## src/rtl/clk_rst_gen.sv

```systemverilog
// Reset/clock-enable sequencer: lock wait, reset hold, then N_CH free-running CE dividers.
// Latency: LOCKED 2+LOCK_CYCLES edges after RST_N rises, Chip_RST drops HOLD_CYCLES later; no backpressure.
module clk_rst_gen #(
    parameter int N_CH        = 2,
    parameter int DIV_W       = 8,
    parameter int LOCK_CYCLES = 8,
    parameter int HOLD_CYCLES = 4
) (
    input  logic                  CLK,
    input  logic                  RST_N,
    input  logic                  SOFT_RST,
    input  logic [N_CH*DIV_W-1:0] DIV,
    output logic [N_CH-1:0]       CE,
    output logic                  LOCKED,
    output logic                  Chip_RST
);
    localparam int MAX_CYC = (LOCK_CYCLES > HOLD_CYCLES) ? LOCK_CYCLES : HOLD_CYCLES;
    localparam int PH_W    = $clog2(MAX_CYC + 1);
    localparam logic [PH_W-1:0] LOCK_LAST = PH_W'(LOCK_CYCLES - 1);
    localparam logic [PH_W-1:0] HOLD_LAST = PH_W'(HOLD_CYCLES - 1);

    typedef enum logic [1:0] {ST_LOCK, ST_HOLD, ST_RUN} state_t;

    logic [1:0]      rst_sync_q;
    logic            rst_sync_n;
    state_t          state_q;
    state_t          state_nxt;
    logic [PH_W-1:0] phase_q;
    logic [PH_W-1:0] phase_nxt;
    logic            locked_nxt;
    logic            chip_rst_nxt;
    logic            in_run;

    // Assert immediately, release two edges after RST_N rises.
    always_ff @(posedge CLK or negedge RST_N) begin
        if (!RST_N) begin
            rst_sync_q <= 2'b00;
        end else begin
            rst_sync_q <= {rst_sync_q[0], 1'b1};
        end
    end

    assign rst_sync_n = rst_sync_q[1];

    always_ff @(posedge CLK or negedge rst_sync_n) begin
        if (!rst_sync_n) begin
            state_q  <= ST_LOCK;
            phase_q  <= '0;
            LOCKED   <= 1'b0;
            Chip_RST <= 1'b1;
        end else begin
            state_q  <= state_nxt;
            phase_q  <= phase_nxt;
            LOCKED   <= locked_nxt;
            Chip_RST <= chip_rst_nxt;
        end
    end

    always_comb begin
        state_nxt = state_q;
        case (state_q)
            ST_LOCK: if (phase_q == LOCK_LAST) state_nxt = ST_HOLD;
            ST_HOLD: begin
                if (SOFT_RST)                    state_nxt = ST_HOLD;
                else if (phase_q == HOLD_LAST)   state_nxt = ST_RUN;
            end
            ST_RUN:  if (SOFT_RST) state_nxt = ST_HOLD;
            default: state_nxt = ST_LOCK;
        endcase
    end

    // Phase counter clears on every state exit so it never wraps; parked at 0 in RUN.
    always_comb begin
        phase_nxt = '0;
        case (state_q)
            ST_LOCK: phase_nxt = (phase_q == LOCK_LAST) ? '0 : phase_q + PH_W'(1);
            ST_HOLD: begin
                if (SOFT_RST || phase_q == HOLD_LAST) phase_nxt = '0;
                else                                  phase_nxt = phase_q + PH_W'(1);
            end
            default: phase_nxt = '0;
        endcase
        locked_nxt   = (state_nxt != ST_LOCK);
        chip_rst_nxt = (state_nxt != ST_RUN);
    end

    assign in_run = (state_q == ST_RUN);

    for (genvar g = 0; g < N_CH; g++) begin : g_ch
        logic [DIV_W-1:0] cnt_q;
        logic [DIV_W-1:0] div_ch;

        assign div_ch = DIV[g*DIV_W +: DIV_W];
        // Compare with >= so a lowered ratio pulses at once instead of running to overflow.
        assign CE[g]  = in_run && (cnt_q >= div_ch);

        always_ff @(posedge CLK or negedge rst_sync_n) begin
            if (!rst_sync_n) begin
                cnt_q <= '0;
            end else if (in_run && !SOFT_RST) begin
                cnt_q <= CE[g] ? '0 : cnt_q + DIV_W'(1);
            end else begin
                cnt_q <= '0;
            end
        end
    end

endmodule

```

## config.mk

```make
export PLATFORM = sky130hd
export DESIGN_NAME = clk_rst_gen
export DESIGN_NICKNAME = d
export VERILOG_FILES = /design/src/rtl/clk_rst_gen.sv
export SDC_FILE = /design/constraint.sdc
export NUM_CORES = 1
export LEC_CHECK = 0
export ABC_CLOCK_PERIOD_IN_PS = 2200
export CAP_MARGIN = 20
export CORE_ASPECT_RATIO = 0.75
export CORE_MARGIN = 1.5
export CORE_UTILIZATION = 44
export CTS_BUF_LIST = sky130_fd_sc_hd__clkbuf_4 sky130_fd_sc_hd__clkbuf_8
export DETAILED_ROUTE_END_ITERATION = 6
export PLACE_DENSITY = 0.67
export SLEW_MARGIN = 20
export SYNTH_ARGS = -nofsm -noshare
export SYNTH_HDL_FRONTEND = slang
export SYNTH_SLANG_ARGS = --single-unit
```

## constraint.sdc

```tcl
create_clock -name CLK -period 2.2 [get_ports CLK]
set_clock_uncertainty 0.05 [all_clocks]
set_input_delay 0.44 -clock CLK [delete_from_list [all_inputs] [get_ports CLK]]
set_output_delay 0.44 -clock CLK [all_outputs]
set_load 0.005 [all_outputs]
```

==> Word-level counts from Yosys, hierarchy flattened <==
Index checks and enable logic that the tools add are counted.
{ "classes": {"addsub": 3, "order_cmp": 2, "eq_ne": 5, "n_mux": 12, "n_reduce_logical": 7} }
{ "op_table": {"columns": ["cell", "n"], "rows": [
  ["$mux W8", 4],
  ["$add A8 B1 Y8 const B", 2],
  ["$ge A8 B8 Y1", 2],
  ["$mux W2", 4],
  ["$mux W4", 2],
  ["$pmux W4 S2", 1],
  ["$pmux W2 S3", 1],
  ["$add A4 B1 Y4 const B", 1],
  ["$eq A4 B2 Y1 const B", 1],
  ["$eq A4 B3 Y1 const B", 1],
  ["$logic_and A1 B1 Y1", 3],
  ["$eq A2 B1 Y1 const B", 1],
  ["$eq A2 B2 Y1 const B", 1],
  ["$logic_not A2 Y1", 1],
  ["$ne A2 B2 Y1 const B", 1],
  ["$reduce_bool A2 Y1", 1],
  ["$logic_not A1 Y1", 1],
  ["$logic_or A1 B1 Y1", 1]
]} }
{ "totals": {"ff_bits": 26, "input_bits": 19, "output_inout_bits": 4, "elab_cells": 36} }

==> Longest topological paths before layout <==
Gate-level depths: netlist of the first run.
{ "depth": {"ltp_word": 5, "depth_mapped": 6, "mapped_depth_nobuf": 6} }

==> Worst setup path before layout of the first run <==
No wires, ideal clock.
{ "synth_timing": {"path_type": "input to output", "startpoint": "input DIV[12]", "endpoint": "output CE[1]", "t_arrival_ns": 1.531, "t_required_ns": 1.710, "setup_slack_ns": 0.179, "path_stages": 6, "n_path_buf": 0, "cell_sequence": "inv_1 ha_1 or4_1 a21oi_1 or3_1 a21oi_1"} }
{ "synth_via": {"elab_chain_cells": 2} }
{ "synth_lines": {"columns": ["element", "line_no", "text"], "rows": [
  ["start: declaration", "12", "input logic [N_CH*DIV_W-1:0] DIV,"],
  ["$ge A8 B8 Y1", "95", "assign CE[g] = in_run && (cnt_q >= div_ch);"],
  ["$logic_and A1 B1 Y1", "95", null],
  ["end: declaration", "13", "output logic [N_CH-1:0] CE,"]
]} }
Every way passes these cells.

==> Worst setup path after layout of the first run <==
{ "layout_timing": {"startpoint": "register g_ch[1].cnt_q[4]", "endpoint": "output CE[1]"} }
{ "layout_via": {"elab_chain_cells": 2} }
{ "layout_lines": {"columns": ["element", "line_no", "text"], "rows": [
  ["start: declaration", "90", "logic [DIV_W-1:0] cnt_q;"],
  ["start signal: assignment", "101", "cnt_q <= CE[g] ? '0 : cnt_q + DIV_W'(1);"],
  ["$ge A8 B8 Y1", "95", null],
  ["$logic_and A1 B1 Y1", "95", null]
]} }
Every way passes these cells.

==> results_dict.tcl, run 1 <==
set metrics [dict create \
    status "finished with violations" \
    violations "setup timing" \
    avgViaCountPerCell 5.08 \
    synth_nets 199 \
    diodes 0 \
    worstPathMaxFanout 2 \
    synthAdderAreaFrac_pct 15.5 \
    yosys_warnings 0 \
    drc 0 \
    most-common-layout-cells "buf_4, dfrtp_1, nor2_1, dlygate4sd2_1, inv_1" \
    setup_viol 2 \
    worstSetupPathType "flip-flop to primary output" \
    placed_cells 250 \
    multi_input_area_um2 965 \
    synth_top_family_by_area "simple AND/OR/NAND/NOR gates" \
    vias 1340 \
    dp_slack_ps -819 \
    cp-end-kind "primary output" \
    grt_pass1_wl_um 5910 \
    syn_inst 161 \
    cp-start-kind "flip-flop" \
    maxCapViolCount 0 \
    synth_area_per_cell_um2 9.54 \
    final_common_cell "buf_4" \
    register_area_um2 652 \
    layout.nets 263 \
    gp_congestion 0.866 \
    h-tree-depth 1 \
    synth.distinct_cells 25 \
    stdcell_area_mm2 0.00229 \
    seq_area_frac_synth_pct 42.5 \
    first_iter_violations 34 \
    grt-ovfl-total 0 \
    ant_nets 0 \
    placed_area_mm2 0.00201 \
    required_ps 1710 \
    synth_xor_area_share_pct 7.99 \
    p_leak_nw 1.14 \
    initial_core_util_pct 46.4 \
    synth_mux_area_share_pct 0 \
    portBuffers 22 \
    cts_hold_buf 0 \
    synth_compound_area_share_pct 10.8 \
    die_width_um 71.2 \
    die_h_um 54.2 \
    setup_ws_ps -170 \
    cts_tree "built" \
    cts_buffer_depth 2 \
    hp-class "flip-flop to asynchronous set/reset pin" \
    dp_hpwl_um 2540 \
    path_clk_slew_ps 100 \
    grt_util_all_layers_pct 20.6 \
    numCtsBuffers 3 \
    wl_per_cell_um 14.0 \
    relSlewSlack_pct 58.5 \
    min_period_ps 2370 \
    pin_count 23 \
    period_share_pct 108 \
    die_area_mm2 0.00386 \
    grt_pass1_vias 1299 \
    core_mm2 0.00331 \
    ys_ff_latch 26 \
    drv_slew 0 \
    final_util_pct 69.0 \
    rsz0062_at_grt "yes" \
    root_buffer "clkbuf_8" \
    synth_top_cell_area_share_pct 40.7 \
    wirelength_um 3690 \
    grt_max_degree 25 \
    yosys.area.top_type "dfrtp_1" \
    antenna_found_initial 0 \
    syn2layout_area_growth_pct 48.9 \
    drt_first_pass_iters 4 \
    num_rows 18 \
    worstSkewPairLatency_ps 270 \
    max-vdd-ir-drop_mv 0.442 \
    final_cell_count_no_fill 264 \
    cp.arrival_ps 1880 \
    hold_violations 0 \
    fmax_ghz 0.422 \
    syn_area_mm2 0.00154 \
    cts_sinks 26 \
    tightest_slew_ps 619 \
    nFillCells 249 \
    synthTopCellsByArea "dfrtp_1, ha_1, xor2_1" \
    synthSimpleGateAreaFrac_pct 18.1 \
    drive_gt1_share_pct 35.3 \
    p_per_area_mw_per_mm2 518 \
]
critical path: stages, from the launching register on:
cell	delay (ps)
dfrtp_1	400
ha_2	200
or4_4	550
a21oi_4	150
or3_4	140
a21oi_2	40
buf_2	130
where the power goes:
part	switching, mW	total (mW)	internal (mW)
clock	0.158	0.401	0.243
combinational	0.114	0.229	0.115
sequential	0.0370	0.554	0.517
per-layer routing:
| metal | GRT usage [%] | share of wire (%) | vias to the layer above |
|---|---|---|---|
| met4 | 3.46 | 0.57 | 0 |
| met1 | 26.4 | 47 | 641 |
| met2 | 36.4 | 48 | 26 |
| met3 | 5.06 | 3.6 | 4 |
| li1 | - | - | 669 |
| met5 | 0 | 0 | - |
final timing paths:
check,start,endpoint,slack [ps],cells past startpoint
max reg2reg,g_ch[1].cnt_q[4],g_ch[1].cnt_q[3],300,6
max,g_ch[1].cnt_q[4],CE[1],-170,6
max in group asynchronous,rst_sync_q[1],Chip_RST,1630,1
min,rst_sync_q[1],g_ch[1].cnt_q[2],180,1
min in group CLK,rst_sync_q[0],rst_sync_q[1],310,0
min reg2reg,rst_sync_q[1],g_ch[1].cnt_q[2],180,1
registers in the layout (all words and copies together) (netlist names):
name and flops:
LOCKED 1, rst_sync_q 2, state_q 2, g_ch.cnt_q 16, phase_q 4, Chip_RST 1
cells in the mapped netlist, drive strengths merged:
cell type,n
nand3,13
or2,1
nand2,3
buf,1
nor2,21
or3,4
a211oi,2
or3b,1
dfrtp,25
dfstp,1
nor3,1
conb,1
o21a,2
xnor2,3
o31ai,2
inv,19
nand2b,3
ha,19
and3,6
or4,2
o21ai,4
a21o,2
nor2b,1
a21oi,13
xor2,11
cells by family after synthesis:
kind of cell | Yosys count
simple gates | 56
flops | 26
xor+xnor | 14
buf+inv | 20
fa+ha+maj | 19
other cells | 1
compound gates | 25
repair_timing:
action                                  4_1_cts  5_1_grt
endpoints found under the setup margin        2        2
buffers inserted                              5        5
pin swaps                                    22        3
resized for setup                            51        3
stage by stage:
step	TNS, ps	hold WS [ps]	power [mW]
floorplan	0	94.4	0.685
global placement	-3430	180	0.758
detailed placement	-4590	186	0.774
CTS	-251	195	1.18
global route	-442	223	1.24
finish	-331	176	1.18
layout make-up:
type	instances	area share (%)
clock buffer	3	1.81
inverter	19	3.12
multi-input combinational	115	42.2
timing repair buffer	60	20.9
tap	40	2.19
clock inverter	1	1.31
sequential	26	28.5
(Power assumes the default switching activity.)
==> run 2: changes to the inputs <==
--- a/config.mk
+++ b/config.mk
@@ -8,11 +8,10 @@
 export ABC_CLOCK_PERIOD_IN_PS = 2200
 export CAP_MARGIN = 20
 export CORE_ASPECT_RATIO = 0.75
-export CORE_MARGIN = 1.5
-export CORE_UTILIZATION = 44
+export CORE_UTILIZATION = 56
 export CTS_BUF_LIST = sky130_fd_sc_hd__clkbuf_4 sky130_fd_sc_hd__clkbuf_8
 export DETAILED_ROUTE_END_ITERATION = 6
-export PLACE_DENSITY = 0.67
+export PLACE_DENSITY = 0.82
 export SLEW_MARGIN = 20
 export SYNTH_ARGS = -nofsm -noshare
 export SYNTH_HDL_FRONTEND = slang
==> run 2 against run 1 <==
- the flow still finishes with violations (setup timing)
- routed wire length increased by 38%
- core utilization increased by 21 points
- clock-buffer cell count unchanged
- hold slack got worse by 17 ps
- sequential share of layout area decreased by 0.51 points
- final area increased by 2.0%
- sequential cell count unchanged
- via count increased by 15%
- worst setup slack got worse by 110 ps
==> results_dict.tcl, run 2 (synthesis results as in run 1) <==
set metrics [dict create \
    status "finished with violations" \
    violations "setup timing" \
    critPathMaxStageDelay_ps 430 \
    relSlewSlack_pct 62.0 \
    gp_congestion 0.822 \
    diodes 0 \
    cts_hold_buf 0 \
    tightest_slew_ps 566 \
    ant_nets 0 \
    p_leak_nw 1.14 \
    drive_gt1_share_pct 38.9 \
    portBuffers 22 \
    first_iter_violations 140 \
    worstSetupPathType "flip-flop to primary output" \
    nFillCells 110 \
    min_period_ps 2480 \
    antenna_found_initial 0 \
    dp_hpwl_um 2710 \
    root_buffer "clkbuf_4" \
    wirelength_um 5090 \
    period_share_pct 113 \
    rsz0062_at_grt "yes" \
    setup_ws_ps -285 \
    pin_count 23 \
    cpMostUsedCell "a21oi_2" \
    layout.nets 265 \
    top_register "g_ch.cnt_q" \
    hp-class "flip-flop to asynchronous set/reset pin" \
    grt-ovfl-total 0 \
    final_common_cell "buf_4" \
    max-vdd-ir-drop_mv 0.490 \
    setup_viol 2 \
    wl_per_cell_um 19.4 \
    wl_met3_um 365 \
    drv_slew 0 \
    stdcell_area_mm2 0.00233 \
    maxCapViolCount 0 \
    path_clk_slew_ps 160 \
    hold_violations 0 \
    worstPathMaxFanout 2 \
    numCtsBuffers 3 \
    worstSkewPairLatency_ps 340 \
    setup_tns_ps -533 \
    dp_slack_ps -839 \
    most-common-layout-cells "buf_4, dfrtp_1, nor2_1, dlygate4sd2_1, inv_1" \
    final_util_pct 89.6 \
    cp-start-kind "flip-flop" \
    cp_slowest_cell "dfrtp_1" \
    cp.arrival_ps 1990 \
    grt_util_all_layers_pct 33.8 \
    die_width_um 62.5 \
    crit_chain "ha_2 > o21a_1 > a21oi_2 > or3_4 > a21oi_2 > buf_2" \
    grt_max_degree 25 \
    grt_pass1_vias 1493 \
    core_mm2 0.00260 \
    cts_tree "built" \
    drt_first_pass_iters 4 \
    cp-end-kind "primary output" \
    vias 1537 \
    m1WireLength_um 2080 \
    reg_top3 "g_ch.cnt_q: 16 flops, phase_q: 4 flops" \
    fmax_ghz 0.402 \
    routed-wl-met2_um 2450 \
    required_ps 1710 \
    syn2layout_area_growth_pct 51.9 \
    cts_buffer_depth 2 \
    avgViaCountPerCell 5.87 \
    maxUsedRoutingLayer "met4" \
    num_rows 16 \
    largest_reg_flops 16 \
    h-tree-depth 1 \
    p_per_area_mw_per_mm2 492 \
    initial_core_util_pct 59.0 \
    die_area_mm2 0.00296 \
    critPathBufInv 1 \
    critPathTopFamily "flip-flops" \
    drc 0 \
    die_h_um 47.3 \
    cts_sinks 26 \
    placed_area_mm2 0.00204 \
    grt_pass1_wl_um 7220 \
]
==> run 2: cell types whose count changed in the layout (fill, tap and decap cells not counted), sizes merged <==
cell	previous run	this run
dlygate4sd2	15	13
clkdlybuf4s50	5	6
dlymetal6s2s	0	1
buf	40	42
==> run 2: area by class of cell <==
class,instances,area [um2],share of cell area (%)
multi-input cells,115,1010,43.5
flip-flops and latches,26,653,28.0
repair buffers,62,497,21.3
inverters,19,71.3,3.06
well taps,36,45.0,1.93
clock inverters,1,30.0,1.29
clock buffers,3,22.5,0.966
==> run 2: worst paths after layout <==
kind / depth (start not counted) / end / slack, ps / start
max in group asynchronous: 1 / Chip_RST / 1640 / rst_sync_q[1]
min in group CLK: 0 / rst_sync_q[1] / 330 / rst_sync_q[0]
worst min register to register: 1 / g_ch[1].cnt_q[0] / 160 / rst_sync_q[1]
worst min-delay path: 1 / g_ch[1].cnt_q[0] / 160 / rst_sync_q[1]
worst max register to register: 7 / g_ch[0].cnt_q[0] / 120 / g_ch[0].cnt_q[4]
worst max-delay path: 6 / CE[0] / -280 / g_ch[0].cnt_q[4]
==> run 2: stage by stage <==
step	total power [mW]	hold slack (ps)	cells
finish	1.15	159	262
global route	1.21	182	262
CTS	1.13	192	259
detailed placement	0.786	180	250
global placement	0.761	177	250
floorplan	0.685	94.4	161
==> run 2: what timing repair did <==
action,in CTS,in global routing
buffers inserted,5,3
resized for setup,54,7
endpoints found under the setup margin,2,2
pin swaps,16,9
hold endpoints to repair,0,0
==> run 2: report_power, final <==
group | internal (mW) | switching, mW | total (mW)
logic | 0.124 | 0.131 | 0.255
registers | 0.517 | 0.0405 | 0.557
clock network | 0.184 | 0.152 | 0.336
total | 0.825 | 0.323 | 1.15
==> run 2: layer usage <==
layer	up-vias	global-route usage, %
met1	740	42.0
met3	24	6.55
met5	-	0
li1	673	-
met2	100	61.3
met4	0	12.1
==> run 3: changes to the inputs <==
--- a/config.mk
+++ b/config.mk
@@ -11,7 +11,7 @@
 export CORE_UTILIZATION = 56
 export CTS_BUF_LIST = sky130_fd_sc_hd__clkbuf_4 sky130_fd_sc_hd__clkbuf_8
 export DETAILED_ROUTE_END_ITERATION = 6
-export PLACE_DENSITY = 0.82
+export PLACE_DENSITY = 0.93
 export SLEW_MARGIN = 20
 export SYNTH_ARGS = -nofsm -noshare
 export SYNTH_HDL_FRONTEND = slang
==> constraint.sdc (replaced) <==
create_clock -name CLK -period 2.2 [get_ports CLK]
set_clock_uncertainty 0.05 [all_clocks]
set_input_delay 0.44 -clock CLK [delete_from_list [all_inputs] [get_ports CLK]]
set_output_delay 0.44 -clock CLK [all_outputs]
set_load 0.1 [all_outputs]
==> run 3 against run 2 <==
- final area shrank 2.8%
- largest power group unchanged
- critical endpoint is now CE[1]
- worst setup slack lost 95 ps
- sequential share of layout area grew 0.75 points
- die area is the same
- non-clock buffer count shrank 11
- largest cell class unchanged
- global-route usage shrank 3.7 points
- the flow still finishes with violations (setup timing)
- combinational power grew 15%
- power shrank 3.6%
- clock-buffer cell count grew 1
- sequential power grew 2%
- via count shrank 1.3%
- hold slack gained 43 ps
==> results_dict.tcl, run 3 (synthesis results as in run 1) <==
set metrics [dict create \
    status "finished with violations" \
    violations "setup timing" \
    setup_tns_ps -701 \
    rsz0062_at_grt "yes" \
    grt_use_met1_pct 34.8 \
    drc 0 \
    fmax_ghz 0.388 \
    max-vdd-ir-drop_mv 0.531 \
    p_leak_nw 1.08 \
    use_met3_pct 1.70 \
    power.switching_uw 372 \
    antenna_found_initial 0 \
    final_common_cell "buf_4" \
    path_clk_slew_ps 150 \
    die_h_um 47.3 \
    layout.nets 254 \
    setup_ws_ps -380 \
    num_rows 16 \
    top_register "g_ch.cnt_q" \
    die_width_um 62.5 \
    hold_violations 0 \
    tightest_slew_ps 945 \
    rr_worst_depth 9 \
    dp_slack_ps -491 \
    root_buffer "clkbuf_4" \
    largest_reg_flops 16 \
    clock_power_share_pct 22.3 \
    avgViaCountPerCell 6.04 \
    cp-end-kind "primary output" \
    min_period_ps 2580 \
    worstSetupPathType "flip-flop to primary output" \
    cts_tree "built" \
    vias 1517 \
    reg_top3 "g_ch.cnt_q: 16 flops, phase_q: 4 flops" \
    grt_pass1_wl_um 6510 \
    required_ps 1710 \
    setup_viol 3 \
    drive_gt1_share_pct 37.7 \
    drt_first_pass_iters 6 \
    dp_hpwl_um 2870 \
    p_per_area_mw_per_mm2 489 \
    first_iter_violations 110 \
    drv_slew 0 \
    diodes 0 \
    die_area_mm2 0.00296 \
    initial_core_util_pct 59.0 \
    cts_buffer_depth 2 \
    seqPwrFrac_pct 51.2 \
    r2r_end "g_ch[1].cnt_q[7]" \
    hp-class "input port to asynchronous set/reset pin" \
    cp-start-kind "flip-flop" \
    grt.busiest_layer "met2" \
    maxCapViolCount 0 \
    cts_sinks 26 \
    placed_cells 235 \
    grt-ovfl-total 0 \
    total_power_mw 1.11 \
    ant_nets 0 \
    pin_count 23 \
    wirelength_um 5040 \
    grt_use_met2_pct 62.0 \
    period_share_pct 117 \
    r2r_start "g_ch[1].cnt_q[0]" \
    grt_max_degree 25 \
    switching_share_pct 33.6 \
    worstSkewPairLatency_ps 340 \
    grt_pass1_vias 1394 \
    numCtsBuffers 3 \
    combPwrFrac_pct 26.5 \
    relSlewSlack_pct 37.0 \
    p_int_uw 735 \
    core_mm2 0.00260 \
    h-tree-depth 1 \
    grt_util_all_layers_pct 30.1 \
    worstPathMaxFanout 2 \
    wl_per_cell_um 20.1 \
    cts_hold_buf 0 \
    portBuffers 22 \
    cp.arrival_ps 2090 \
    r2r_setup_slack_ps -10 \
    syn2layout_area_growth_pct 47.7 \
    most-common-layout-cells "buf_4, dfrtp_1, nor2_1, dlygate4sd2_1" \
    gp_congestion 0.800 \
    final_cell_count_no_fill 251 \
]
==> run 3: changes by cell type in the layout (fill, tap and decap cells not counted), moves of 2 or more <==
| cell | change |
|---|---|
| buf_4 | -9 |
| inv_2 | +3 |
| buf_2 | -2 |
| dlygate4sd2_1 | +3 |
| inv_1 | -3 |
| clkdlybuf4s50_1 | -4 |
| a21oi_2 | -2 |
| buf_12 | +2 |
==> run 3: what timing repair did <==
action,in CTS,in global routing
gates cloned,0,0
pin swaps,18,10
endpoints found under the hold margin,0,0
setup buffers,6,6
setup endpoints to repair,2,2
gates resized for setup,31,4
==> run 3: worst max-delay path: stages (launching register included) <==
cell and delay (ps):
dfrtp_1 430, ha_2 190, or4_4 560, a21oi_4 160, or3_4 170, a21oi_4 60, buf_12 170
==> run 3: per-stage QoR <==
step	hold slack (ps)	instance area (um2)	utilization, %
floorplan	94.4	1680	-
global placement	292	2090	80.1
detailed placement	287	2090	80.1
CTS	203	2200	84.4
global route	203	2270	87.1
finish	202	2270	87.1
==> run 3: worst max-delay path by stage <==
stage	start	slack (ps)	endpoint	cells after the start
floorplan	g_ch[1].cnt_q[0]	-90	CE[1]	6
global placement	DIV[12]	-460	CE[1]	8
detailed placement	DIV[1]	-490	CE[0]	8
CTS	g_ch[1].cnt_q[2]	-290	CE[1]	6
global route	g_ch[1].cnt_q[1]	-410	CE[1]	6
finish	g_ch[1].cnt_q[1]	-380	CE[1]	6
==> run 3: metal layers <==
layer,vias to the layer above,wire (um)
met2,103,2530
met5,-,0
met3,26,340
li1,653,-
met4,0,175
met1,735,1990
==> run 3: power groups by stage <==
stage | Sequential (mW) | Combinational [mW] | Clock [mW]
after floorplan | 0.601 | 0.152 | 0
after global placement | 0.569 | 0.254 | 0
after detailed placement | 0.574 | 0.275 | 0
after CTS | 0.564 | 0.274 | 0.244
after global routing | 0.572 | 0.318 | 0.267
final | 0.567 | 0.294 | 0.247
==> run 3: final cells by class <==
type                    count  area, um2
inverters                  19       71.3
repair buffers             51        433
clock buffers               4       36.3
multi-input cells         115       1030
well taps                  36       45.0
fillers                   136        335
flip-flops and latches     26        652
